**config.mk**
```make
export PLATFORM = sky130hd
export DESIGN_NAME = s3_trit_packer
export DESIGN_NICKNAME = d
export VERILOG_FILES = /design/src/rtl/s3_trit_packer.sv
export SDC_FILE = /design/constraint.sdc
export NUM_CORES = 1
export LEC_CHECK = 0
export BUFFER_PORTS_ARGS = -buffer_cell sky130_fd_sc_hd__buf_2
export CAP_MARGIN = 40
export CORE_MARGIN = 2
export CORE_UTILIZATION = 40
export DETAILED_ROUTE_END_ITERATION = 10
export PLACE_DENSITY_LB_ADDON = 0.1
export RECOVER_POWER = 100
export SYNTH_ARGS = -nofsm -noshare
export SYNTH_HDL_FRONTEND = slang
export SYNTH_SLANG_ARGS = --single-unit
export TNS_END_PERCENT = 30
```
**constraint.sdc**
```tcl
create_clock -name ex_clk -period 6.9 [get_ports ex_clk]
set_input_delay 1.38 -clock ex_clk [delete_from_list [all_inputs] [get_ports ex_clk]]
set_output_delay 1.38 -clock ex_clk [all_outputs]
set_load 0.02 [all_outputs]
```
**src/rtl/s3_trit_packer.sv**
```systemverilog
// s3_trit_packer: packs mod-3 trits five per byte into little-endian 64-bit lanes for the hash unit.
// Optional macro TRIT_CHECK_EN adds a sticky trit_err output flagging accepted 2'b11 trits.
module s3_trit_packer #(
  parameter int N_TRITS    = 700,
  parameter int LANE_BYTES = 8
) (
  input  logic        ex_clk,
  input  logic        ovr_rst_n,
  input  logic        trit_valid,
  output logic        trit_ready,
  input  logic [1:0]  trit,
  input  logic        trit_last,
  output logic        lane_valid,
  input  logic        lane_ready,
  output logic [63:0] lane_data,
  output logic [3:0]  lane_bytes,
  output logic        lane_last,
  output logic [7:0]  byte_cnt,
  output logic        pack_done
`ifdef TRIT_CHECK_EN
  ,
  output logic        trit_err
`endif
);
  localparam int CW = $clog2(N_TRITS + 1);
  logic        en_q, en_d;
  logic [7:0]  acc_q, acc_d;
  logic [2:0]  w_q, w_d;
  logic [2:0]  s_q, s_d;
  logic [CW-1:0] cnt_q, cnt_d;
  logic [63:0] asm_q, asm_d;
  logic        asm_full_q, asm_full_d;
  logic [3:0]  asm_bytes_q, asm_bytes_d;
  logic        asm_last_q, asm_last_d;
  logic        lane_valid_q, lane_valid_d;
  logic [63:0] lane_data_q, lane_data_d;
  logic [3:0]  lane_bytes_q, lane_bytes_d;
  logic        lane_last_q, lane_last_d;
  logic [7:0]  byte_cnt_q, byte_cnt_d;
  logic        pack_done_q, pack_done_d;
  logic        acc, term, byte_done, lane_done, out_free, handshake, load;
  logic [1:0]  t;
  logic [7:0]  wt, byte_val;
  logic [63:0] merged;
`ifdef TRIT_CHECK_EN
  logic        trit_err_q, trit_err_d;
  assign trit_err = trit_err_q;
`endif
  assign trit_ready = en_q & ~asm_full_q;
  assign lane_valid = lane_valid_q;
  assign lane_data  = lane_data_q;
  assign lane_bytes = lane_bytes_q;
  assign lane_last  = lane_last_q;
  assign byte_cnt   = byte_cnt_q;
  assign pack_done  = pack_done_q;
  always_comb begin
    en_d = 1'b1;
    acc = trit_valid & trit_ready;
    t = (trit == 2'b11) ? 2'd0 : trit;
    wt = (w_q == 3'd0) ? 8'd1 : (w_q == 3'd1) ? 8'd3 : (w_q == 3'd2) ? 8'd9 : (w_q == 3'd3) ? 8'd27 : 8'd81;
    byte_val = acc_q + wt * {6'd0, t};
    term = acc & (trit_last | (cnt_q == CW'(N_TRITS - 1)));
    byte_done = acc & ((w_q == 3'd4) | term);
    lane_done = byte_done & ((s_q == 3'(LANE_BYTES - 1)) | term);
    merged = asm_q | ({56'd0, byte_val} << {s_q, 3'b000});
    out_free = ~lane_valid_q | lane_ready;
    handshake = lane_valid_q & lane_ready;
    // A finished lane goes straight to the output when it is free, else parks in assembly and stalls input
    load = (lane_done | asm_full_q) & out_free;
    acc_d = !acc ? acc_q : byte_done ? 8'd0 : byte_val;
    w_d = !acc ? w_q : byte_done ? 3'd0 : w_q + 3'd1;
    cnt_d = !acc ? cnt_q : term ? '0 : cnt_q + CW'(1);
    s_d = !byte_done ? s_q : lane_done ? 3'd0 : s_q + 3'd1;
    asm_d = load ? 64'd0 : byte_done ? merged : asm_q;
    asm_full_d = (lane_done | asm_full_q) & ~out_free;
    asm_bytes_d = lane_done ? {1'b0, s_q} + 4'd1 : asm_bytes_q;
    asm_last_d = lane_done ? term : asm_last_q;
    lane_valid_d = load | (lane_valid_q & ~lane_ready);
    lane_data_d = !load ? lane_data_q : asm_full_q ? asm_q : merged;
    lane_bytes_d = !load ? lane_bytes_q : asm_full_q ? asm_bytes_q : {1'b0, s_q} + 4'd1;
    lane_last_d = !load ? lane_last_q : asm_full_q ? asm_last_q : term;
    pack_done_d = handshake & lane_last_q;
    byte_cnt_d = pack_done_d ? {7'd0, byte_done} : byte_cnt_q + {7'd0, byte_done};
`ifdef TRIT_CHECK_EN
    trit_err_d = (trit_err_q & ~pack_done_q) | (acc & (trit == 2'b11));
`endif
  end
  always_ff @(posedge ex_clk or negedge ovr_rst_n) begin
    if (!ovr_rst_n) begin
      en_q <= 1'b0;
      acc_q <= '0;
      w_q <= '0;
      s_q <= '0;
      cnt_q <= '0;
      asm_q <= '0;
      asm_full_q <= 1'b0;
      asm_bytes_q <= '0;
      asm_last_q <= 1'b0;
      lane_valid_q <= 1'b0;
      lane_data_q <= '0;
      lane_bytes_q <= '0;
      lane_last_q <= 1'b0;
      byte_cnt_q <= '0;
      pack_done_q <= 1'b0;
`ifdef TRIT_CHECK_EN
      trit_err_q <= 1'b0;
`endif
    end else begin
      en_q <= en_d;
      acc_q <= acc_d;
      w_q <= w_d;
      s_q <= s_d;
      cnt_q <= cnt_d;
      asm_q <= asm_d;
      asm_full_q <= asm_full_d;
      asm_bytes_q <= asm_bytes_d;
      asm_last_q <= asm_last_d;
      lane_valid_q <= lane_valid_d;
      lane_data_q <= lane_data_d;
      lane_bytes_q <= lane_bytes_d;
      lane_last_q <= lane_last_d;
      byte_cnt_q <= byte_cnt_d;
      pack_done_q <= pack_done_d;
`ifdef TRIT_CHECK_EN
      trit_err_q <= trit_err_d;
`endif
    end
  end
endmodule

```
==> metrics, run 1 <==
status=finished with violations; failing checks=max-capacitance violations, max-slew violations; Pre-antenna DRT Iters=5; Synth Warn #=0; fill count=1900; mapped cell area=7787 um2; Clock Sinks=roughly 170; DRC Markers=0; clk buf depth=2; critical path class=primary input to flop; TritonCTS clock tree=done; Post-synth EDFFs=0; Avg Cell Area, Syn=between 10 and 15 um2; clock period minus final worst setup slack=4.477 ns; DRT iter0 DRCs=465; clock skew=between 0.007 and 0.008 ns; cells after synthesis=771; pin count of the biggest net entering global routing=81; Max Slew Vio Count=between 100 and 150; Worst setup EP type=flop; most frequent cell after synthesis=dfrtp_1; top-area cell type share of the netlist area=55.91%; Slew @ Worst Pin=2.457 ns; DP Worst Slack=2.462 ns; initial antenna violation count=0; CP cell instances=clkbuf_1 -> a31oi_1 -> a21o_1 -> buf_4 -> mux2i_1 -> o21ai_2; Startpoint Class=primary input; Max Clock Freq=roughly 0.22 GHz; die area=between 20000 and 25000 um2; cell family with most CP delay=compound AO/OA/AOI/OAI gates; number of setup violations in the final report=0; register area share after synthesis=55.91%; top cells by area, synth=dfrtp_1, a21oi_1, o21ai_0, nor2_1, nand2_1; Core Footprint=19270 um2; clk_lat worst skew=0.43 ns; Die Y=143.5 um; wire length per cell=16.45 um; vias in the first global route=~5700; CTS clk-pin slew, worst paths=0.06 ns; Site Rows=51; Reg area=roughly 4400 um2; RD Place Congestion=0.8378; predominant post-synthesis flop cell=dfrtp_1; CP max FO=70; Area growth, synth to finish=12.37%; Post-Syn Nets=802; Hold Buf Count CTS=0; area leader, netlist=dfrtp_1; slowest stage delay, CP=1.52 ns; port bufs=86; first-pass GRT wire length=30.38 mm; Antenna Nets Post-Route=0; area of the multi-input gates=2985 um2; die width=between 100 and 150 um; Power Total=2653 uW; # Max-Cap Violations=5; GRT Residual Overflow=0; DP Wirelength=12.68 mm; Min-Delay Path Class=flop to flop; worst setup margin=2.423 ns; Total Wirelength=around 19 mm; Starting Density=40.41%; GR Util All Layers=19.05%; Post-CTS Resized=0; layout cells sized above 1=6.373%; Leak=0.004012 uW; Synth Register Bits=around 170; Worst EP arrival=between 4 and 5 ns; RSZ-0062 raised after global routing=false; VDD IR max=0.1647 mV; Diodes inserted=0; crit path buf inv count=2; Setup Buffers After CTS=0; count of cell types in the netlist=between 50 and 60; Tcrit/Tclk final=64.88%; Fin Hold WS=around 0.48 ns; vias per cell=5.118; final hold violations=0; ys async rst share=100.0%; setup tns final=0 ns; Critical Path RT=7.19 ns; crit path max-delay cell type=a21o_1; Layout Nets=approximately 880; pwr/cell area=303.1 nW/um2; top cells by count, synth=dfrtp_1, a21oi_1, nor2_1; Clock Root Buffer=clkbuf_16; IO Count=slightly below 90; CTS buffer count=17; H-Tree Depth=4; vias post-DR=5773; slew margin rel.=-63.77%
[layout by cell type (no fill, tap or decap), types with 5 or more instances in the layout]
master     instances
dfrtp_1          174
a21oi_1          130
nor2_1            96
clkbuf_1          91
nand2_1           89
o21ai_0           79
ha_1              21
inv_1             18
clkbuf_16         17
mux2i_1           12
nand2b_1          10
nand3_1            9
xor2_1             9
nor3_1             9
a22o_1             9
buf_2              8
xnor2_1            7
nor4_1             5
[registers in the layout (all words and copies together) (netlist names)]
| name | count |
|---|---|
| acc_q | 8 |
| asm_bytes_q | 4 |
| asm_full_q | 1 |
| asm_last_q | 1 |
| asm_q | 64 |
| byte_cnt | 8 |
| cnt_q | 10 |
| en_q | 1 |
| lane_bytes | 4 |
| lane_data | 64 |
| lane_last | 1 |
| lane_valid | 1 |
| pack_done | 1 |
| s_q | 3 |
| w_q | 3 |
[cell families (layout without fill, tap and decap cells)]
| logic type | after synthesis | after routing | synth area share [%] |
|---|---|---|---|
| buffers and inverters | 59 | 151 | 3.647 |
| multiplexers | 15 | 15 | 1.976 |
| flip-flops | 174 | 174 | 55.91 |
| AND/OR/NAND/NOR | 242 | 242 | 14.93 |
| other | 1 | 1 | 0.04815 |
| XOR/XNOR | 16 | 16 | 1.896 |
| adder cells (fa/ha/maj) | 24 | 24 | 4.145 |
| AO/OA/AOI/OAI | 240 | 240 | 17.45 |
[worst reg2reg max path, cell delays in order, from the launching register on]
cell     delay, ns
dfrtp_1       0.41
ha_1          0.25
and4b_1       0.21
a31oi_1       0.73
a21o_1        1.53
buf_4         0.70
mux2i_1       0.29
o21ai_2       0.07
[metrics by stage]
step / cells / instance area [um2] / util, %
final: 1128 / 8751 / 45.41
after global routing: 1128 / 8751 / 45.41
after CTS: 1128 / 9095 / 47.20
after detailed placement: 1096 / 8504 / 44.13
after global placement: 1088 / 8413 / 43.66
after floorplan: 771 / 7787 / -
[path summary, 6_finish.rpt]
| kind | startpoint | cells after the start | slack (ns) | endpoint |
|---|---|---|---|---|
| max | trit_last | 6 | 2.42 | lane_data[55] |
| min | lane_bytes[0] | 2 | 0.48 | lane_bytes[0] |
| max reg2reg | cnt_q[0] | 7 | 2.57 | lane_data[55] |
| min reg2reg | lane_bytes[0] | 2 | 0.48 | lane_bytes[0] |
| max in group asynchronous | ovr_rst_n | 2 | 2.69 | asm_q[21] |
| min in group asynchronous | ovr_rst_n | 1 | 1.69 | byte_cnt[2] |
[layout make-up]
type                            count  area share, %
Sequential cell                   174          49.76
Multi-Input combinational cell    538          34.11
Clock buffer                       21          5.262
Timing Repair Buffer              101          4.818
Tap cell                          265          3.789
Clock inverter                     11          1.487
Inverter                           18         0.7721
[routing by layer]
| layer | part of all wire [%] | global-route usage, % | routed length (um) | vias to the layer above |
|---|---|---|---|---|
| met2 | 47 | 30.20 | 8684 | 122 |
| li1 | - | - | - | 2807 |
| met1 | 47 | 26.49 | 8779 | 2827 |
| met4 | 1.1 | 4.850 | 201 | 0 |
| met5 | 0 | 0 | 0 | - |
| met3 | 4.8 | 4.432 | 892 | 17 |
[power breakdown]
| group | internal [uW] | total [uW] | switching, uW |
|---|---|---|---|
| Clock | 558 | 974 | 416 |
| Sequential | 1120 | 1190 | 69.7 |
| Combinational | 140 | 489 | 349 |
| Total | 1820 | 2650 | 835 |
(Power assumes the default switching activity.)
==> inputs of run 2 (changes only) <==
- clock period: 6.9 -> 4 ns (I/O delays scaled with it)
==> metrics, run 2 (synthesis gave the netlist of run 1 again) <==
DRT iter0 DRCs=398 (-14%); RSZ-0062 raised after global routing=false; Site Rows=51 (unchanged); first-pass GRT wire length=30.19 mm (-0.61%); Clock Root Buffer=clkbuf_16; most frequent cells in the layout=dfrtp_1, a21oi_1, nor2_1, nand2_1, clkbuf_1; pwr/cell area=519.3 nW/um2 (+71%); Post-CTS Resized=0 (unchanged); TritonCTS clock tree=done; VDD IR max=0.2765 mV (+68%); slowest stage delay, CP=0.42 ns (-1.10 ns); RD Place Congestion=0.7780 (-7.1%); clock period minus final worst setup slack=3.706 ns; Core Footprint=19270 um2 (unchanged); R2R cell count=16 (+9); GR Util All Layers=18.94% (-0.12 points); Diodes inserted=0 (unchanged); initial antenna violation count=0 (unchanged); Slew @ Worst Pin=2.058 ns (-0.3986 ns); pin count of the biggest net entering global routing=93 (+15%); CTS clk-pin slew, worst paths=0.07 ns (about the same); setup tns final=0 ns (unchanged); Worst Hold End=lane_data[1]; H-Tree Depth=4 (unchanged); Die Y=143.5 um (unchanged); crit path buf inv count=4 (+2); IO Count=87 (unchanged); critical path class=flop to flop; wire length per cell=16.25 um (-1.2%); vias per cell=5.113 (about the same); Hold Buf Count CTS=0 (unchanged); Tcrit/Tclk final=92.65%; Clock Sinks=174 (unchanged); clk buf depth=2 (unchanged); Layout Nets=884 (+0.34%); Total Wirelength=18.38 mm (-0.99%); Min-Delay Path Class=flop to flop; Antenna Nets Post-Route=0 (unchanged); Worst Hold Depth=2 (unchanged); Critical Path RT=4.30 ns (-2.89 ns); fill count=1910 (+0.53%); Leak=0.004101 uW (+2.2%); # Max-Cap Violations=1 (-4); flop2flop setup slack=0.29 ns (-2.28 ns); most common cell after layout, fill and taps aside=dfrtp_1; cell family with most CP delay=adder cells; Starting Density=40.41% (unchanged); Setup Buffers After CTS=0 (unchanged); clk_lat worst skew=0.44 ns (about the same); clock skew=0.01023 ns (+0.003000 ns); reg-to-reg startpoint=w_q[0]; Max Clock Freq=~0.27 GHz; layout cells sized above 1=9.931% (+3.6 points); Pre-antenna DRT Iters=5 (unchanged); number of setup violations in the final report=0 (unchanged); DRC Markers=0 (unchanged); vias in the first global route=5637 (-0.63%); CP max FO=17 (-76%); Area growth, synth to finish=15.10%; Worst EP arrival=4.01 ns (-0.76 ns); port bufs=86 (unchanged); die width=143.5 um (unchanged); vias post-DR=5783 (+0.17%); Fin Hold WS=0.4785 ns (-0.002002 ns); Startpoint Class=flop; CP cell instances=inv_1 -> ha_1 -> o21ai_0 -> a22oi_1 -> nand2b_1 -> fa_1 -> inv_1 -> ha_1 -> inv_1 -> fa_1 -> nor2b_1 -> o31a_1 -> o22ai_1 -> xnor2_2 -> buf_4 -> o21ai_0; Max Slew Vio Count=84 (-38%); GRT Residual Overflow=0 (unchanged); Worst setup EP type=flop; crit path max-delay cell type=dfrtp_1; Hold Crit Start=lane_data[1]; DP Wirelength=12.60 mm (-0.59%); most used cell, CP=inv_1; failing checks=max-capacitance violations, max-slew violations; final hold violations=0 (unchanged); R2R Path End=lane_data[31]; status=finished with violations; slew margin rel.=-37.20% (+27 points); CTS buffer count=17 (unchanged); die area=20600 um2 (unchanged)
run 2: power breakdown:
group / internal (uW) / total, uW / switching [uW]
clock network: 908 / 1720 / 812
logic: 265 / 881 / 616
registers: 1930 / 2050 / 124
run 2: metal layers:
layer | share of wire [%] | vias up | GRT usage, %
met5 | 0 | - | 0
met4 | 1.2 | 0 | 5.831
met3 | 3.8 | 17 | 3.632
met2 | 47 | 119 | 29.65
met1 | 48 | 2832 | 26.75
li1 | - | 2815 | -
run 2: through the flow:
stage | utilization, % | std cells | total power [uW] | area, um2 | worst slack (ns)
floorplan | - | 771 | 2684 | 7787 | 0.4537
detailed placement | 44.27 | 1099 | 3008 | 8531 | 0.2535
CTS | 47.46 | 1131 | 4736 | 9146 | 0.2216
finish | 46.51 | 1131 | 4655 | 8964 | 0.2938
global placement | 43.98 | 1093 | 2970 | 8476 | 0.4040
global route | 46.51 | 1131 | 4899 | 8964 | 0.05526
run 2: area by class of cell:
class | count | area, um2 | share of cell area [%]
Sequential cell | 174 | 4354 | 48.58
Inverter | 18 | 67.56 | 0.7538
Timing Repair Buffer | 104 | 454.2 | 5.067
Clock buffer | 17 | 425.4 | 4.746
Multi-Input combinational cell | 538 | 3141 | 35.04
Clock inverter | 15 | 190.2 | 2.122
Tap cell | 265 | 331.6 | 3.699
run 2: worst min-delay path: cells and delay by family, from the launching register on:
family             cells  cell delay (ns)
AOI/OAI and AO/OA      1             0.06
DFF                    1             0.34
and+or+nand+nor        1             0.04
run 2: worst max-delay path by stage:
stage / from / end / slack (ns) / cells after the start
floorplan: w_q[0] / lane_data[62] / 0.45 / 15
global route: w_q[0] / asm_q[6] / 0.06 / 12
detailed placement: w_q[0] / lane_data[22] / 0.25 / 12
CTS: w_q[0] / lane_data[22] / 0.22 / 12
global placement: w_q[0] / lane_data[62] / 0.40 / 12
finish: w_q[0] / lane_data[31] / 0.29 / 16
